File: config.mk
export PLATFORM = sky130hd
export DESIGN_NAME = ped_request_conditioner_flat
export DESIGN_NICKNAME = d
export VERILOG_FILES = /design/src/rtl/ped_request_conditioner_pkg.sv /design/src/rtl/ped_request_conditioner_if.sv /design/src/rtl/ped_request_conditioner_btn_debounce.sv /design/src/rtl/ped_request_conditioner.sv /design/src/flat_wrapper.sv
export SDC_FILE = /design/constraint.sdc
export NUM_CORES = 1
export LEC_CHECK = 0
export ABC_AREA = 1
export BUFFER_PORTS_ARGS = -buffer_cell sky130_fd_sc_hd__buf_2
export CORE_MARGIN = 10
export CORE_UTILIZATION = 50
export DETAILED_ROUTE_END_ITERATION = 6
export GPL_TIMING_DRIVEN = 0
export PLACE_DENSITY = 0.72
export SLEW_MARGIN = 30
export SYNTH_ARGS = -nofsm -noshare
export SYNTH_HDL_FRONTEND = slang
export SYNTH_HIERARCHICAL = 1
export SYNTH_SLANG_ARGS = --single-unit
File: constraint.sdc
create_clock -name clk -period 5.5 [get_ports clk]
set_input_delay 0.55 -clock clk [delete_from_list [all_inputs] [get_ports clk]]
set_output_delay 0.55 -clock clk [all_outputs]
set_load 0.005 [all_outputs]
File: src/rtl/ped_request_conditioner_pkg.sv
`default_nettype none
// ---------------------------------------------------------------------------
// ped_request_conditioner_pkg
// Shared types, default timing constants and helpers for the pedestrian
// request conditioner.
// Rev 1.0 - initial release
// ---------------------------------------------------------------------------
package ped_request_conditioner_pkg;

   localparam int C_SYNC_STAGES     = 2;
   localparam int C_DEBOUNCE_CYCLES = 16;
   localparam int C_DB_W            = 5;
   localparam int C_COOLDOWN_CYCLES = 32;
   localparam int C_CD_W            = 6;

   typedef logic [7:0] coal_cnt_t;

   typedef enum logic [1:0] {
      ST_IDLE     = 2'd0,
      ST_PENDING  = 2'd1,
      ST_SERVING  = 2'd2,
      ST_COOLDOWN = 2'd3
   } ped_state_e;

   // Increment that sticks at all-ones instead of wrapping.
   function automatic coal_cnt_t sat_inc8(input coal_cnt_t v);
      return (v == 8'hFF) ? v : v + 8'd1;
   endfunction

endpackage
`default_nettype wire

File: src/rtl/ped_request_conditioner_if.sv
`default_nettype none
// ---------------------------------------------------------------------------
// ped_request_conditioner_if
// Button / controller side signals of the pedestrian request conditioner.
// Rev 1.0 - initial release
// ---------------------------------------------------------------------------
interface ped_request_conditioner_if;
   import ped_request_conditioner_pkg::*;

   logic      btn_raw;
   logic      ped_walk;
   logic      ped_request;
   logic      wait_lamp;
   coal_cnt_t coalesced_cnt;

   // Environment side: drives the button and the controller acknowledge.
   modport master (
      output btn_raw,
      output ped_walk,
      input  ped_request,
      input  wait_lamp,
      input  coalesced_cnt
   );

   // Conditioner side.
   modport slave (
      input  btn_raw,
      input  ped_walk,
      output ped_request,
      output wait_lamp,
      output coalesced_cnt
   );
endinterface
`default_nettype wire

File: src/rtl/ped_request_conditioner_btn_debounce.sv
`default_nettype none
// ---------------------------------------------------------------------------
// btn_debounce
// Synchronises the raw button into clk and debounces it; emits a one-cycle
// press event in the cycle before the clean level rises.
// Rev 1.0 - initial release
// ---------------------------------------------------------------------------
module btn_debounce #(
   parameter int SYNC_STAGES     = 2,
   parameter int DEBOUNCE_CYCLES = 16,
   parameter int DB_W            = 5
) (
   input  wire logic clk,
   input  wire logic reset,
   input  wire logic btn_raw_i,
   output logic      btn_clean_o,
   output logic      press_evt_o
);
   import ped_request_conditioner_pkg::*;

   localparam logic [DB_W-1:0] C_DB_LAST = DB_W'(DEBOUNCE_CYCLES - 1);

   logic [SYNC_STAGES-1:0] sync_q;
   logic                   clean_q;
   logic                   clean_d;
   logic [DB_W-1:0]        cnt_q;
   logic [DB_W-1:0]        cnt_d;
   logic                   w_btn_sync;
   logic                   w_mismatch;
   logic                   w_expire;

   assign w_btn_sync = sync_q[SYNC_STAGES-1];
   assign w_mismatch = (w_btn_sync != clean_q);
   assign w_expire   = w_mismatch && (cnt_q == C_DB_LAST);

   // Metastability chain: shift the raw button in from the LSB.
   always_ff @(posedge clk or posedge reset) begin
      if (reset) sync_q <= '0;
      else       sync_q <= {sync_q[SYNC_STAGES-2:0], btn_raw_i};
   end

   // Counter runs only while the synchronised input disagrees with the clean level.
   always_comb begin
      clean_d = clean_q;
      cnt_d   = '0;
      if (w_expire) begin
         clean_d = ~clean_q;
      end else if (w_mismatch) begin
         cnt_d = cnt_q + DB_W'(1);
      end
   end

   // Debounce state register.
   always_ff @(posedge clk or posedge reset) begin
      if (reset) begin
         clean_q <= 1'b0;
         cnt_q   <= '0;
      end else begin
         clean_q <= clean_d;
         cnt_q   <= cnt_d;
      end
   end

   assign btn_clean_o = clean_q;
   // Only the rising toggle is an event; releases are silent.
   assign press_evt_o = w_expire && !clean_q;

endmodule
`default_nettype wire

File: src/rtl/ped_request_conditioner.sv
`default_nettype none
// ---------------------------------------------------------------------------
// ped_request_conditioner
// Turns the debounced pedestrian button into a latched request held until
// the controller's walk acknowledge, then enforces a cooldown window.
// Rev 1.0 - initial release
// ---------------------------------------------------------------------------
module ped_request_conditioner
   import ped_request_conditioner_pkg::*;
#(
   parameter int SYNC_STAGES     = C_SYNC_STAGES,
   parameter int DEBOUNCE_CYCLES = C_DEBOUNCE_CYCLES,
   parameter int DB_W            = C_DB_W,
   parameter int COOLDOWN_CYCLES = C_COOLDOWN_CYCLES,
   parameter int CD_W            = C_CD_W
) (
   input  wire logic                 clk,
   input  wire logic                 reset,
   ped_request_conditioner_if.slave  req_if
);

   localparam logic [CD_W-1:0] C_CD_LAST = CD_W'(COOLDOWN_CYCLES - 1);

   ped_state_e      state_q, state_d;
   logic [CD_W-1:0] cd_cnt_q, cd_cnt_d;
   logic            deferred_q, deferred_d;
   coal_cnt_t       coal_q, coal_d;
   logic            ped_request_q;
   logic            wait_lamp_q;
   logic            w_press_evt;
   logic            w_btn_clean;

   btn_debounce #(
      .SYNC_STAGES     (SYNC_STAGES),
      .DEBOUNCE_CYCLES (DEBOUNCE_CYCLES),
      .DB_W            (DB_W)
   ) u_btn_debounce (
      .clk         (clk),
      .reset       (reset),
      .btn_raw_i   (req_if.btn_raw),
      .btn_clean_o (w_btn_clean),
      .press_evt_o (w_press_evt)
   );

   // Next-state logic: request lifecycle, cooldown timing and press accounting.
   always_comb begin
      state_d    = state_q;
      cd_cnt_d   = cd_cnt_q;
      deferred_d = deferred_q;
      coal_d     = coal_q;
      unique case (state_q)
         ST_IDLE: begin
            if (w_press_evt) state_d = ST_PENDING;
         end
         ST_PENDING: begin
            if (w_press_evt)    coal_d  = sat_inc8(coal_q);
            if (req_if.ped_walk) state_d = ST_SERVING;
         end
         ST_SERVING: begin
            if (!req_if.ped_walk) begin
               state_d  = ST_COOLDOWN;
               cd_cnt_d = '0;
            end
         end
         ST_COOLDOWN: begin
            if (w_press_evt) deferred_d = 1'b1;
            if (cd_cnt_q == C_CD_LAST) begin
               state_d    = (deferred_q || w_press_evt) ? ST_PENDING : ST_IDLE;
               deferred_d = 1'b0;
               cd_cnt_d   = '0;
            end else begin
               cd_cnt_d = cd_cnt_q + CD_W'(1);
            end
         end
         default: begin
            state_d    = ST_IDLE;
            cd_cnt_d   = '0;
            deferred_d = 1'b0;
         end
      endcase
   end

   // State and registered outputs; outputs track the next state so they align with it.
   always_ff @(posedge clk or posedge reset) begin
      if (reset) begin
         state_q       <= ST_IDLE;
         cd_cnt_q      <= '0;
         deferred_q    <= 1'b0;
         coal_q        <= '0;
         ped_request_q <= 1'b0;
         wait_lamp_q   <= 1'b0;
      end else begin
         state_q       <= state_d;
         cd_cnt_q      <= cd_cnt_d;
         deferred_q    <= deferred_d;
         coal_q        <= coal_d;
         ped_request_q <= (state_d == ST_PENDING);
         wait_lamp_q   <= (state_d == ST_PENDING) || deferred_d;
      end
   end

   assign req_if.ped_request   = ped_request_q;
   assign req_if.wait_lamp     = wait_lamp_q;
   assign req_if.coalesced_cnt = coal_q;

   // The clean level itself is not needed here; only its press events are.
   logic w_unused;
   assign w_unused = w_btn_clean;

endmodule
`default_nettype wire
File: src/flat_wrapper.sv
// flat-port wrapper written by rule: the top's interface ports become plain ports
module ped_request_conditioner_flat import ped_request_conditioner_pkg::*;
#(
   parameter int SYNC_STAGES     = C_SYNC_STAGES,
   parameter int DEBOUNCE_CYCLES = C_DEBOUNCE_CYCLES,
   parameter int DB_W            = C_DB_W,
   parameter int COOLDOWN_CYCLES = C_COOLDOWN_CYCLES,
   parameter int CD_W            = C_CD_W
)
  (clk, reset, req_if_btn_raw, req_if_ped_walk, req_if_ped_request, req_if_wait_lamp, req_if_coalesced_cnt);
  ped_request_conditioner_if req_if_i ();
  input  wire logic clk;
  input  wire logic reset;
  input wire logic [$bits(req_if_i.btn_raw)-1:0] req_if_btn_raw;
  input wire logic [$bits(req_if_i.ped_walk)-1:0] req_if_ped_walk;
  output wire logic [$bits(req_if_i.ped_request)-1:0] req_if_ped_request;
  output wire logic [$bits(req_if_i.wait_lamp)-1:0] req_if_wait_lamp;
  output wire logic [$bits(req_if_i.coalesced_cnt)-1:0] req_if_coalesced_cnt;
  assign req_if_i.btn_raw = req_if_btn_raw;
  assign req_if_i.ped_walk = req_if_ped_walk;
  assign req_if_ped_request = req_if_i.ped_request;
  assign req_if_wait_lamp = req_if_i.wait_lamp;
  assign req_if_coalesced_cnt = req_if_i.coalesced_cnt;
  ped_request_conditioner #(.SYNC_STAGES(SYNC_STAGES), .DEBOUNCE_CYCLES(DEBOUNCE_CYCLES), .DB_W(DB_W), .COOLDOWN_CYCLES(COOLDOWN_CYCLES), .CD_W(CD_W)) u_core (.clk(clk), .reset(reset), .req_if(req_if_i));
endmodule
==> run_summary.xml, run 1 <==
<?xml version="1.0" encoding="UTF-8"?>
<metrics>
  <group name="floorplanning">
    <metric name="die_x" unit="um">71.4</metric>
    <metric name="die-area" unit="um2">5100</metric>
    <metric name="rows" unit="">18</metric>
    <metric name="floorplan.initialDensity" unit="">0.529</metric>
    <metric name="chipHeight" unit="um">71.4</metric>
    <metric name="core_area" unit="um2">2500</metric>
    <metric name="pin_count" unit="">14</metric>
  </group>
  <group name="clocking">
    <metric name="cts-resized-gates" unit="">0</metric>
    <metric name="clk_pin_slew_worst_paths" unit="ns">0.15</metric>
    <metric name="cts_inserted_buffers" unit="">3</metric>
    <metric name="h-tree-depth" unit="">1</metric>
    <metric name="post_cts_hold_buffer_count" unit="">0</metric>
    <metric name="worst_skew_pair.late_latency" unit="ns">0.33</metric>
    <metric name="cts_root_buf" unit="">clkbuf_4</metric>
    <metric name="clkSinkCount" unit="">27</metric>
    <metric name="tritoncts_clock_tree" unit="">yes</metric>
    <metric name="cts_setup_buffers" unit="">0</metric>
    <metric name="clk_path_buf_depth" unit="">2</metric>
  </group>
  <group name="detailed_routing">
    <metric name="wl_per_cell" unit="um">11.2</metric>
    <metric name="route.vias.total" unit="">1012</metric>
    <metric name="drc" unit="">0</metric>
    <metric name="drt-initial-drc-count" unit="">55</metric>
    <metric name="drt.antenna.violating_nets" unit="">0</metric>
    <metric name="routed_via_density" unit="">4.99</metric>
    <metric name="drtPass1Iterations" unit="">4</metric>
    <metric name="routed_wl" unit="um">2270</metric>
  </group>
  <group name="synth">
    <metric name="syn_area_per_cell" unit="um2">8.47</metric>
    <metric name="synth.cell_area" unit="um2">1320</metric>
    <metric name="syn-num-nets" unit="">164</metric>
    <metric name="ys_seq_area_frac" unit="">0.511</metric>
    <metric name="synthCells" unit="">156</metric>
    <metric name="synth.distinct_cells" unit="">23</metric>
    <metric name="yosysWarnings" unit="">6</metric>
    <metric name="postSynthRegisterBits" unit="">27</metric>
  </group>
  <group name="sta">
    <metric name="setup_viol" unit="">0</metric>
    <metric name="final-hold-violation-count" unit="">0</metric>
    <metric name="clock-skew-final" unit="ns">0.0110</metric>
    <metric name="max_slew_headroom" unit="">0.522</metric>
    <metric name="timing.fmax" unit="MHz">490</metric>
    <metric name="totalNegativeSetupSlack" unit="ns">0</metric>
    <metric name="maxSlewViolCount" unit="">0</metric>
    <metric name="worst_slew_pin_slew" unit="ns">0.716</metric>
    <metric name="post-route-period-util" unit="">0.371</metric>
    <metric name="final_period_minus_worst_setup_slack" unit="ns">2.04</metric>
    <metric name="rsz0062_at_grt" unit="">false</metric>
  </group>
  <group name="finish">
    <metric name="fillCellCount" unit="">221</metric>
    <metric name="layout.cells.most_common" unit="">nand2_1</metric>
    <metric name="layoutNonFillerInstCount" unit="">203</metric>
    <metric name="final_core_util" unit="">0.582</metric>
    <metric name="areaGrowthSynthToFinish" unit="%">10.1</metric>
    <metric name="insertedDiodeCount" unit="">0</metric>
    <metric name="final_layout_size_suffix_gt1_frac" unit="">0.162</metric>
    <metric name="layout.cells.most_common_list" unit="">nand2_1, dfrtp_1, inv_1, nor2_1, buf_2</metric>
    <metric name="fin_nets" unit="">182</metric>
  </group>
  <group name="power_and_ir_drop">
    <metric name="vdd.ir_drop.worst" unit="mV">0.285</metric>
    <metric name="total_power" unit="mW">0.463</metric>
    <metric name="power_per_cell_area" unit="nW/um2">318</metric>
    <metric name="leakage" unit="nW">0.781</metric>
  </group>
  <group name="grt">
    <metric name="grt_pass1_wl" unit="um">4060</metric>
    <metric name="global_route.usage.total" unit="">0.0918</metric>
    <metric name="vias_in_the_first_global_route" unit="">1002</metric>
    <metric name="antenna_found_initial" unit="">0</metric>
    <metric name="globalRoute.totalOverflow" unit="">0</metric>
    <metric name="grt_max_degree" unit="">20</metric>
  </group>
  <group name="setup_path">
    <metric name="timing.critical_path.from_type" unit="">flip-flop</metric>
    <metric name="critPathRequiredTime" unit="ns">5.77</metric>
    <metric name="cp-end-kind" unit="">flip-flop</metric>
    <metric name="timing.critical_path.fanout_max" unit="">9</metric>
    <metric name="cp_data_arrival_time" unit="ns">2.31</metric>
    <metric name="critPathKind" unit="">reg2reg</metric>
  </group>
  <group name="status">
    <metric name="run_status" unit="">finished, final reports clean</metric>
  </group>
  <group name="job">
    <metric name="maxCapViolCount" unit="">0</metric>
  </group>
  <group name="place">
    <metric name="io_buffer_count" unit="">13</metric>
    <metric name="placedCellCount" unit="">199</metric>
    <metric name="dpl.hpwl" unit="um">1790</metric>
    <metric name="gpl.final_weighted_congestion" unit="">0.807</metric>
  </group>
  <group name="min_path">
    <metric name="min_path_type" unit="">in2async</metric>
  </group>
</metrics>
-- synth_stat cells, drive strengths merged --
cell type	count	share of area
o22ai	1	0.0047
nand3	10	0.051
ha	4	0.038
o21ai	10	0.041
nor2	17	0.054
a21oi	1	0.0038
xnor2	6	0.040
nand2	50	0.15
nand4	3	0.014
inv	23	0.067
a22o	1	0.0066
xor2	2	0.013
dfrtp	27	0.51
nor3	1	0.0038
-- logic make-up after synthesis --
| logic type | after synthesis | share of synthesized area |
|---|---|---|
| and+or+nand+nor | 81 | 0.275 |
| DFF | 27 | 0.511 |
| buffers and inverters | 23 | 0.0672 |
| AOI/OAI and AO/OA | 13 | 0.0559 |
| xor gates and xnor gates | 8 | 0.0530 |
| adders and majority gates | 4 | 0.0379 |
-- worst max-delay path, cell delays in order, from the launching register on --
cell and delay [ns]:
dfrtp_1 0.42, ha_1 0.20, nand2_1 0.06, nor2_1 0.10
ha_1 0.21, inv_2 0.07, nor3_1 0.28, nand2_1 0.08
nor2_1 0.22, nand2_4 0.13, inv_4 0.10, nand2_2 0.05
nand2_1 0.05
-- per-layer routing --
metal  vias up  global-route usage  routed length [um]
met5         -                   0                   0
met4         0              0.0258                   9
met3         2              0.0303                 146
met2        21               0.152                1050
met1       467               0.111                1070
li1        522                   -                   -
-- power by group --
group	switching (mW)	internal [mW]
Combinational	0.0688	0.0458
Sequential	0.0279	0.231
Clock	0.0599	0.0296
Total	0.157	0.306
-- through the flow --
step | setup WS [ns] | hold WS [ns] | cell area, um2
3_5_place_dp | 3.50 | 0.342 | 1420
5_1_grt | 3.22 | 0.128 | 1460
3_3_place_gp | 3.50 | 0.334 | 1420
2_1_floorplan | 3.72 | 0.331 | 1320
4_1_cts | 3.46 | 0.127 | 1460
6_report | 3.46 | 0.128 | 1460
-- final timing paths --
kind | start | endpoint | slack (ns) | cells past startpoint
setup / recovery | u_core/u_btn_debounce/cnt_q[0] | u_core/req_if.coalesced_cnt[5] | 3.46 | 12
hold / removal | reset | u_core/u_btn_debounce/cnt_q[2] | 0.13 | 2
setup reg to reg | u_core/u_btn_debounce/cnt_q[0] | u_core/req_if.coalesced_cnt[5] | 3.46 | 12
hold reg to reg | u_core/u_btn_debounce/sync_q[0] | u_core/u_btn_debounce/sync_q[1] | 0.37 | 0
max in group asynchronous | reset | u_core/cd_cnt_q[2] | 4.73 | 2
min in group clk | req_if_btn_raw | u_core/u_btn_debounce/sync_q[0] | 0.31 | 1
-- sequential cells by signal, summed over array words and instances, names as in the netlist --
name                               cells
u_core/req_if.coalesced_cnt            8
u_core/cd_cnt_q                        6
u_core/u_btn_debounce/cnt_q            5
u_core/state_q                         2
u_core/u_btn_debounce/sync_q           2
u_core/deferred_q                      1
u_core/req_if.ped_request              1
u_core/req_if.wait_lamp                1
u_core/u_btn_debounce/btn_clean_o      1
-- layout make-up --
type	count	area (um2)	area share
sequential	27	676	0.464
multi-input combinational	106	557	0.383
inverter	23	88.8	0.0610
timing repair buffer	13	65.1	0.0447
tap	30	37.5	0.0258
clock buffer	3	22.5	0.0155
clock inverter	1	8.76	0.00602
No activity file was read; power rests on OpenSTA's default activity.
==> run 2: changes to the inputs <==
Clock period 5.5 ns to 2.1 ns, I/O delays scaled along.
==> run 2 against run 1 <==
Cell area up 1.9%. Sequential power grew to 2.6 times the previous value. Final cell count up 0.99%. Fmax rose by 9.6%. Critical endpoint unchanged.
==> run_summary.xml, run 2 (synthesis results as in run 1) <==
<?xml version="1.0" encoding="UTF-8"?>
<metrics>
  <group name="status">
    <metric name="run_status" unit="">finished, final reports clean</metric>
  </group>
  <group name="min_path">
    <metric name="hold_path_startpoint" unit="">req_if_ped_walk</metric>
    <metric name="holdPathEnd" unit="">u_core/state_q[0]</metric>
    <metric name="hold_path_depth" unit="">4</metric>
    <metric name="min_path_type" unit="">in2reg</metric>
  </group>
  <group name="finish">
    <metric name="insertedDiodeCount" unit="">0</metric>
    <metric name="largest_reg_flops" unit="">8</metric>
    <metric name="fillCellCount" unit="">219</metric>
    <metric name="final_layout_size_suffix_gt1_frac" unit="">0.171</metric>
    <metric name="layout.cells.most_common_list" unit="">nand2_1, dfrtp_1, inv_1, buf_2, nor2_1</metric>
    <metric name="areaGrowthSynthToFinish" unit="%">12.2</metric>
    <metric name="layout.cells.most_common" unit="">nand2_1</metric>
    <metric name="fin_nets" unit="">184</metric>
  </group>
  <group name="grt">
    <metric name="global_route.usage.total" unit="">0.0927</metric>
    <metric name="grt_max_degree" unit="">20</metric>
    <metric name="grt_pass1_wl" unit="um">4110</metric>
    <metric name="globalRoute.totalOverflow" unit="">0</metric>
    <metric name="antenna_found_initial" unit="">0</metric>
    <metric name="vias_in_the_first_global_route" unit="">1010</metric>
  </group>
  <group name="sta">
    <metric name="totalNegativeSetupSlack" unit="ns">0</metric>
    <metric name="worst_slew_pin_slew" unit="ns">0.716</metric>
    <metric name="clock-skew-final" unit="ns">0.0100</metric>
    <metric name="final_period_minus_worst_setup_slack" unit="ns">1.86</metric>
    <metric name="timing.fmax" unit="MHz">537</metric>
    <metric name="setup_viol" unit="">0</metric>
    <metric name="maxSlewViolCount" unit="">0</metric>
    <metric name="max_slew_headroom" unit="">0.522</metric>
    <metric name="final-hold-violation-count" unit="">0</metric>
    <metric name="rsz0062_at_grt" unit="">false</metric>
    <metric name="post-route-period-util" unit="">0.887</metric>
  </group>
  <group name="clocking">
    <metric name="tritoncts_clock_tree" unit="">yes</metric>
    <metric name="clk_path_buf_depth" unit="">2</metric>
    <metric name="h-tree-depth" unit="">1</metric>
    <metric name="worst_skew_pair.late_latency" unit="ns">0.33</metric>
    <metric name="cts_inserted_buffers" unit="">3</metric>
    <metric name="cts_setup_buffers" unit="">0</metric>
    <metric name="clk_pin_slew_worst_paths" unit="ns">0.15</metric>
    <metric name="clkSinkCount" unit="">27</metric>
    <metric name="cts_root_buf" unit="">clkbuf_4</metric>
  </group>
  <group name="setup_path">
    <metric name="cp-end-kind" unit="">flip-flop</metric>
    <metric name="timing.critical_path.fanout_max" unit="">9</metric>
    <metric name="crit-reg2reg-launch" unit="">u_core/u_btn_debounce/cnt_q[0]</metric>
    <metric name="r2r.worst_path.cells" unit="">12</metric>
    <metric name="critPathKind" unit="">reg2reg</metric>
    <metric name="timing.critical_path.from_type" unit="">flip-flop</metric>
    <metric name="critPathRequiredTime" unit="ns">2.37</metric>
    <metric name="cp_data_arrival_time" unit="ns">2.14</metric>
    <metric name="internal_reg_to_reg_setup_slack" unit="ns">0.24</metric>
    <metric name="crit-reg2reg-capture" unit="">u_core/req_if.coalesced_cnt[5]</metric>
  </group>
  <group name="detailed_routing">
    <metric name="wl_per_cell" unit="um">11.2</metric>
    <metric name="drtPass1Iterations" unit="">4</metric>
    <metric name="drt.antenna.violating_nets" unit="">0</metric>
    <metric name="routed_via_density" unit="">4.98</metric>
    <metric name="route.vias.total" unit="">1021</metric>
    <metric name="drt-initial-drc-count" unit="">57</metric>
    <metric name="drc" unit="">0</metric>
    <metric name="routed_wl" unit="um">2300</metric>
  </group>
  <group name="job">
    <metric name="maxCapViolCount" unit="">0</metric>
  </group>
  <group name="floorplanning">
    <metric name="die-area" unit="um2">5100</metric>
    <metric name="die_x" unit="um">71.4</metric>
    <metric name="rows" unit="">18</metric>
    <metric name="pin_count" unit="">14</metric>
    <metric name="core_area" unit="um2">2500</metric>
    <metric name="floorplan.initialDensity" unit="">0.529</metric>
    <metric name="chipHeight" unit="um">71.4</metric>
  </group>
  <group name="place">
    <metric name="gpl.final_weighted_congestion" unit="">0.807</metric>
    <metric name="dpl.hpwl" unit="um">1790</metric>
    <metric name="io_buffer_count" unit="">13</metric>
  </group>
  <group name="power_and_ir_drop">
    <metric name="vdd.ir_drop.worst" unit="mV">0.748</metric>
    <metric name="total_power" unit="mW">1.22</metric>
    <metric name="power_per_cell_area" unit="nW/um2">821</metric>
    <metric name="leakage" unit="nW">0.791</metric>
  </group>
</metrics>
==> run 2: metrics by stage <==
step	std cells	util	area (um2)	worst slack (ns)	hold slack [ns]
final	205	0.593	1480	0.238	0.233
after global routing	205	0.593	1480	0.0194	0.214
after CTS	205	0.590	1480	0.0616	0.203
after detailed placement	199	0.570	1420	0.102	0.170
after global placement	199	0.570	1420	0.104	0.172
after floorplan	156	-	1320	0.317	0.0257
==> run 2: how the worst max path moves through the flow <==
stage	startpoint	cells after the start	to
after floorplan	u_core/u_btn_debounce/cnt_q[0]	10	u_core/req_if.coalesced_cnt[6]
after global placement	u_core/u_btn_debounce/cnt_q[0]	12	u_core/req_if.coalesced_cnt[3]
after detailed placement	u_core/u_btn_debounce/cnt_q[0]	11	u_core/req_if.coalesced_cnt[2]
after CTS	u_core/u_btn_debounce/cnt_q[0]	12	u_core/req_if.coalesced_cnt[5]
after global routing	u_core/u_btn_debounce/cnt_q[0]	12	u_core/req_if.coalesced_cnt[7]
final	u_core/u_btn_debounce/cnt_q[0]	12	u_core/req_if.coalesced_cnt[5]
==> run 2: layout make-up <==
class / count / area, um2 / share of cell area
clock buffer: 3 / 22.5 / 0.0152
clock inverter: 1 / 8.76 / 0.00591
inverter: 23 / 88.8 / 0.0599
multi-input combinational: 106 / 564 / 0.381
sequential: 27 / 676 / 0.456
tap: 30 / 37.5 / 0.0253
timing repair buffer: 15 / 85.1 / 0.0574
==> run 2: where the power goes <==
part / total (mW) / switching, mW / internal, mW
sequential: 0.679 / 0.0737 / 0.605
combinational: 0.303 / 0.181 / 0.123
clock: 0.236 / 0.158 / 0.0776
==> run 2: what timing repair did <==
| action | 4_1_cts | 5_1_grt |
|---|---|---|
| endpoints found under the hold margin | 18 | 0 |
| hold buffers | 2 | 0 |
| setup endpoints to repair | 0 | 8 |
| resized for setup | 0 | 2 |
==> run 2: layer usage <==
metal / vias to the layer above / wire length, um / track usage
li1: 526 / - / -
met3: 2 / 155 / 0.0317
met4: 0 / 9 / 0.0258
met5: - / 0 / 0
met2: 21 / 1060 / 0.154
met1: 472 / 1070 / 0.111
==> run 2: critical path: stages, from the launching register on <==
cell	delay, ns
dfrtp_1	0.42
ha_1	0.20
nand2_1	0.06
nor2_1	0.10
ha_1	0.21
inv_2	0.07
nor3_2	0.18
nand2_1	0.09
nor2_2	0.16
nand2_4	0.11
inv_4	0.10
nand2_2	0.05
nand2_1	0.05
==> run 3: changes to the inputs <==
Settings changed: CELL_PAD_IN_SITES_DETAIL_PLACEMENT set to 1, CELL_PAD_IN_SITES_GLOBAL_PLACEMENT set to 2, CORE_UTILIZATION 50 to 34, PLACE_DENSITY 0.72 to unset, PLACE_DENSITY_LB_ADDON set to 0.1.
==> run 3 against run 2 <==
Cell area rose by 2.5%. Register-to-register slack worse by 0.02 ns. Fmax is 1.2% lower. Via count decreased by 0.20%. Hold slack worse by 0.19 ns. Critical endpoint is now u_core/req_if.coalesced_cnt[0].
==> run_summary.xml, run 3 (synthesis results as in run 1) <==
<?xml version="1.0" encoding="UTF-8"?>
<metrics>
  <group name="status">
    <metric name="run_status" unit="">finished, final reports clean</metric>
  </group>
  <group name="setup_path">
    <metric name="critPathMostFrequentCell" unit="">nand2_1</metric>
    <metric name="timing.critical_path.from_type" unit="">flip-flop</metric>
    <metric name="crit_family" unit="">simple AND/OR/NAND/NOR gates</metric>
    <metric name="crit_path_cell_trace" unit="">ha_1 &gt; nand2_1 &gt; nor2_1 &gt; ha_1 &gt; inv_2 &gt; nor3_4 &gt; nand2_1 &gt; nor2_4 &gt; nand2_4 &gt; inv_4 &gt; nand2_1 &gt; nand2_1</metric>
    <metric name="crit_path_top_delay_cell" unit="">dfrtp_1</metric>
    <metric name="max_stage_delay" unit="ns">0.41</metric>
    <metric name="cp_data_arrival_time" unit="ns">2.10</metric>
    <metric name="critPathRequiredTime" unit="ns">2.31</metric>
    <metric name="cp.buffers_inverters" unit="">2</metric>
    <metric name="critPathKind" unit="">reg2reg</metric>
    <metric name="timing.critical_path.fanout_max" unit="">9</metric>
    <metric name="cp-end-kind" unit="">flip-flop</metric>
  </group>
  <group name="floorplanning">
    <metric name="core_area" unit="um2">3720</metric>
    <metric name="floorplan.initialDensity" unit="">0.356</metric>
    <metric name="pin_count" unit="">14</metric>
    <metric name="rows" unit="">22</metric>
    <metric name="die_x" unit="um">82.3</metric>
    <metric name="die-area" unit="um2">6780</metric>
    <metric name="chipHeight" unit="um">82.3</metric>
  </group>
  <group name="sta">
    <metric name="rsz0062_at_grt" unit="">false</metric>
    <metric name="setup_viol" unit="">0</metric>
    <metric name="post-route-period-util" unit="">0.897</metric>
    <metric name="max_slew_headroom" unit="">0.489</metric>
    <metric name="totalNegativeSetupSlack" unit="ns">0</metric>
    <metric name="final-hold-violation-count" unit="">0</metric>
    <metric name="whs" unit="ns">0.0453</metric>
    <metric name="timing.fmax" unit="MHz">531</metric>
    <metric name="worst_slew_pin_slew" unit="ns">0.766</metric>
    <metric name="clock-skew-final" unit="ns">0.00509</metric>
    <metric name="maxSlewViolCount" unit="">0</metric>
    <metric name="final_period_minus_worst_setup_slack" unit="ns">1.88</metric>
  </group>
  <group name="power_and_ir_drop">
    <metric name="leakage" unit="nW">0.789</metric>
    <metric name="seq_power_share" unit="">0.536</metric>
    <metric name="power.share.switching" unit="">0.324</metric>
    <metric name="vdd.ir_drop.worst" unit="mV">0.571</metric>
    <metric name="pwr-share-clk" unit="">0.225</metric>
    <metric name="p_comb_frac" unit="">0.239</metric>
    <metric name="power_per_cell_area" unit="nW/um2">839</metric>
    <metric name="p_switching" unit="mW">0.412</metric>
    <metric name="internal_power" unit="mW">0.862</metric>
  </group>
  <group name="min_path">
    <metric name="min_path_type" unit="">in2reg</metric>
  </group>
  <group name="grt">
    <metric name="grt_pass1_wl" unit="um">4840</metric>
    <metric name="grt_max_degree" unit="">20</metric>
    <metric name="globalRoute.totalOverflow" unit="">0</metric>
    <metric name="antenna_found_initial" unit="">0</metric>
    <metric name="global_route.usage.total" unit="">0.0907</metric>
    <metric name="vias_in_the_first_global_route" unit="">1084</metric>
  </group>
  <group name="detailed_routing">
    <metric name="routed_via_density" unit="">4.59</metric>
    <metric name="drtPass1Iterations" unit="">4</metric>
    <metric name="drc" unit="">0</metric>
    <metric name="route.vias.total" unit="">1019</metric>
    <metric name="drt.antenna.violating_nets" unit="">0</metric>
    <metric name="drt-initial-drc-count" unit="">60</metric>
    <metric name="routed_wl" unit="um">2810</metric>
    <metric name="wl_per_cell" unit="um">12.7</metric>
  </group>
  <group name="clocking">
    <metric name="clk_pin_slew_worst_paths" unit="ns">0.09</metric>
    <metric name="tritoncts_clock_tree" unit="">yes</metric>
    <metric name="cts_root_buf" unit="">clkbuf_8</metric>
    <metric name="cts_setup_buffers" unit="">0</metric>
    <metric name="h-tree-depth" unit="">1</metric>
    <metric name="clkSinkCount" unit="">27</metric>
    <metric name="worst_skew_pair.late_latency" unit="ns">0.27</metric>
    <metric name="cts_inserted_buffers" unit="">3</metric>
    <metric name="clk_path_buf_depth" unit="">2</metric>
  </group>
  <group name="finish">
    <metric name="final_layout_size_suffix_gt1_frac" unit="">0.167</metric>
    <metric name="layout.cells.most_common_list" unit="">nand2_1, dfrtp_1, inv_1, buf_2, nor2_1</metric>
    <metric name="largest_reg_flops" unit="">8</metric>
    <metric name="areaGrowthSynthToFinish" unit="%">15.1</metric>
    <metric name="layout.cells.most_common" unit="">nand2_1</metric>
    <metric name="insertedDiodeCount" unit="">0</metric>
    <metric name="fin_nets" unit="">183</metric>
    <metric name="final_core_util" unit="">0.409</metric>
  </group>
  <group name="place">
    <metric name="dpl.hpwl" unit="um">2180</metric>
    <metric name="io_buffer_count" unit="">13</metric>
    <metric name="gpl.final_weighted_congestion" unit="">0.775</metric>
  </group>
  <group name="job">
    <metric name="maxCapViolCount" unit="">0</metric>
  </group>
</metrics>
## run 3: path summary, 6_finish.rpt
path | start | to | slack (ns) | depth (start not counted)
min in group asynchronous | reset | u_core/u_btn_debounce/cnt_q[3] | 0.42 | 3
max in group asynchronous | reset | u_core/state_q[1] | 1.00 | 3
setup reg to reg | u_core/u_btn_debounce/cnt_q[0] | u_core/req_if.coalesced_cnt[0] | 0.22 | 12
hold / removal | req_if_btn_raw | u_core/u_btn_debounce/sync_q[0] | 0.05 | 1
hold reg to reg | u_core/u_btn_debounce/sync_q[0] | u_core/u_btn_debounce/sync_q[1] | 0.35 | 0
setup / recovery | u_core/u_btn_debounce/cnt_q[0] | u_core/req_if.coalesced_cnt[0] | 0.22 | 12
## run 3: power by group through the flow
stage          logic (mW)  registers [mW]  clock network, mW
6_report            0.305           0.683              0.287
5_1_grt             0.359           0.694              0.321
4_1_cts             0.313           0.681              0.306
3_5_place_dp        0.310           0.691                  0
3_3_place_gp        0.288           0.684                  0
2_1_floorplan       0.235           0.672                  0
## run 3: per-stage QoR
stage / area [um2] / cells / power [mW] / setup WS (ns)
2_1_floorplan: 1320 / 156 / 0.908 / 0.317
3_3_place_gp: 1450 / 217 / 0.972 / 0.00417
3_5_place_dp: 1450 / 217 / 1.00 / -0.0575
4_1_cts: 1510 / 222 / 1.30 / 0.0337
5_1_grt: 1520 / 222 / 1.37 / 0.0191
6_report: 1520 / 222 / 1.27 / 0.215
## run 3: layer usage
| metal | vias up | global-route usage | routed length, um |
|---|---|---|---|
| met5 | - | 0 | 0 |
| met4 | 0 | 0.0204 | 15 |
| met1 | 488 | 0.104 | 1310 |
| met2 | 12 | 0.156 | 1350 |
| met3 | 2 | 0.0346 | 142 |
| li1 | 517 | - | - |
## run 3: worst register-to-register path: stages, from the launching register on
cell and delay [ns]:
dfrtp_1 0.41, ha_1 0.20, nand2_1 0.06, nor2_1 0.11, ha_1 0.22, inv_2 0.08
nor3_4 0.16, nand2_1 0.13, nor2_4 0.13, nand2_4 0.11, inv_4 0.11, nand2_1 0.06
nand2_1 0.06
## run 3: repair_timing
item | in CTS | in global routing
endpoints found under the hold margin | 8 | 0
gates resized for setup | 1 | 3
hold buffers | 1 | 0
endpoints found under the setup margin | 8 | 8
## run 3: cell type report
| type | instances | area [um2] |
|---|---|---|
| fillers | 470 | 2200 |
| flip-flops and latches | 27 | 676 |
| multi-input cells | 106 | 576 |
| inverters | 23 | 88.8 |
| repair buffers | 14 | 75.1 |
| well taps | 48 | 60.1 |
| clock buffers | 4 | 45.0 |
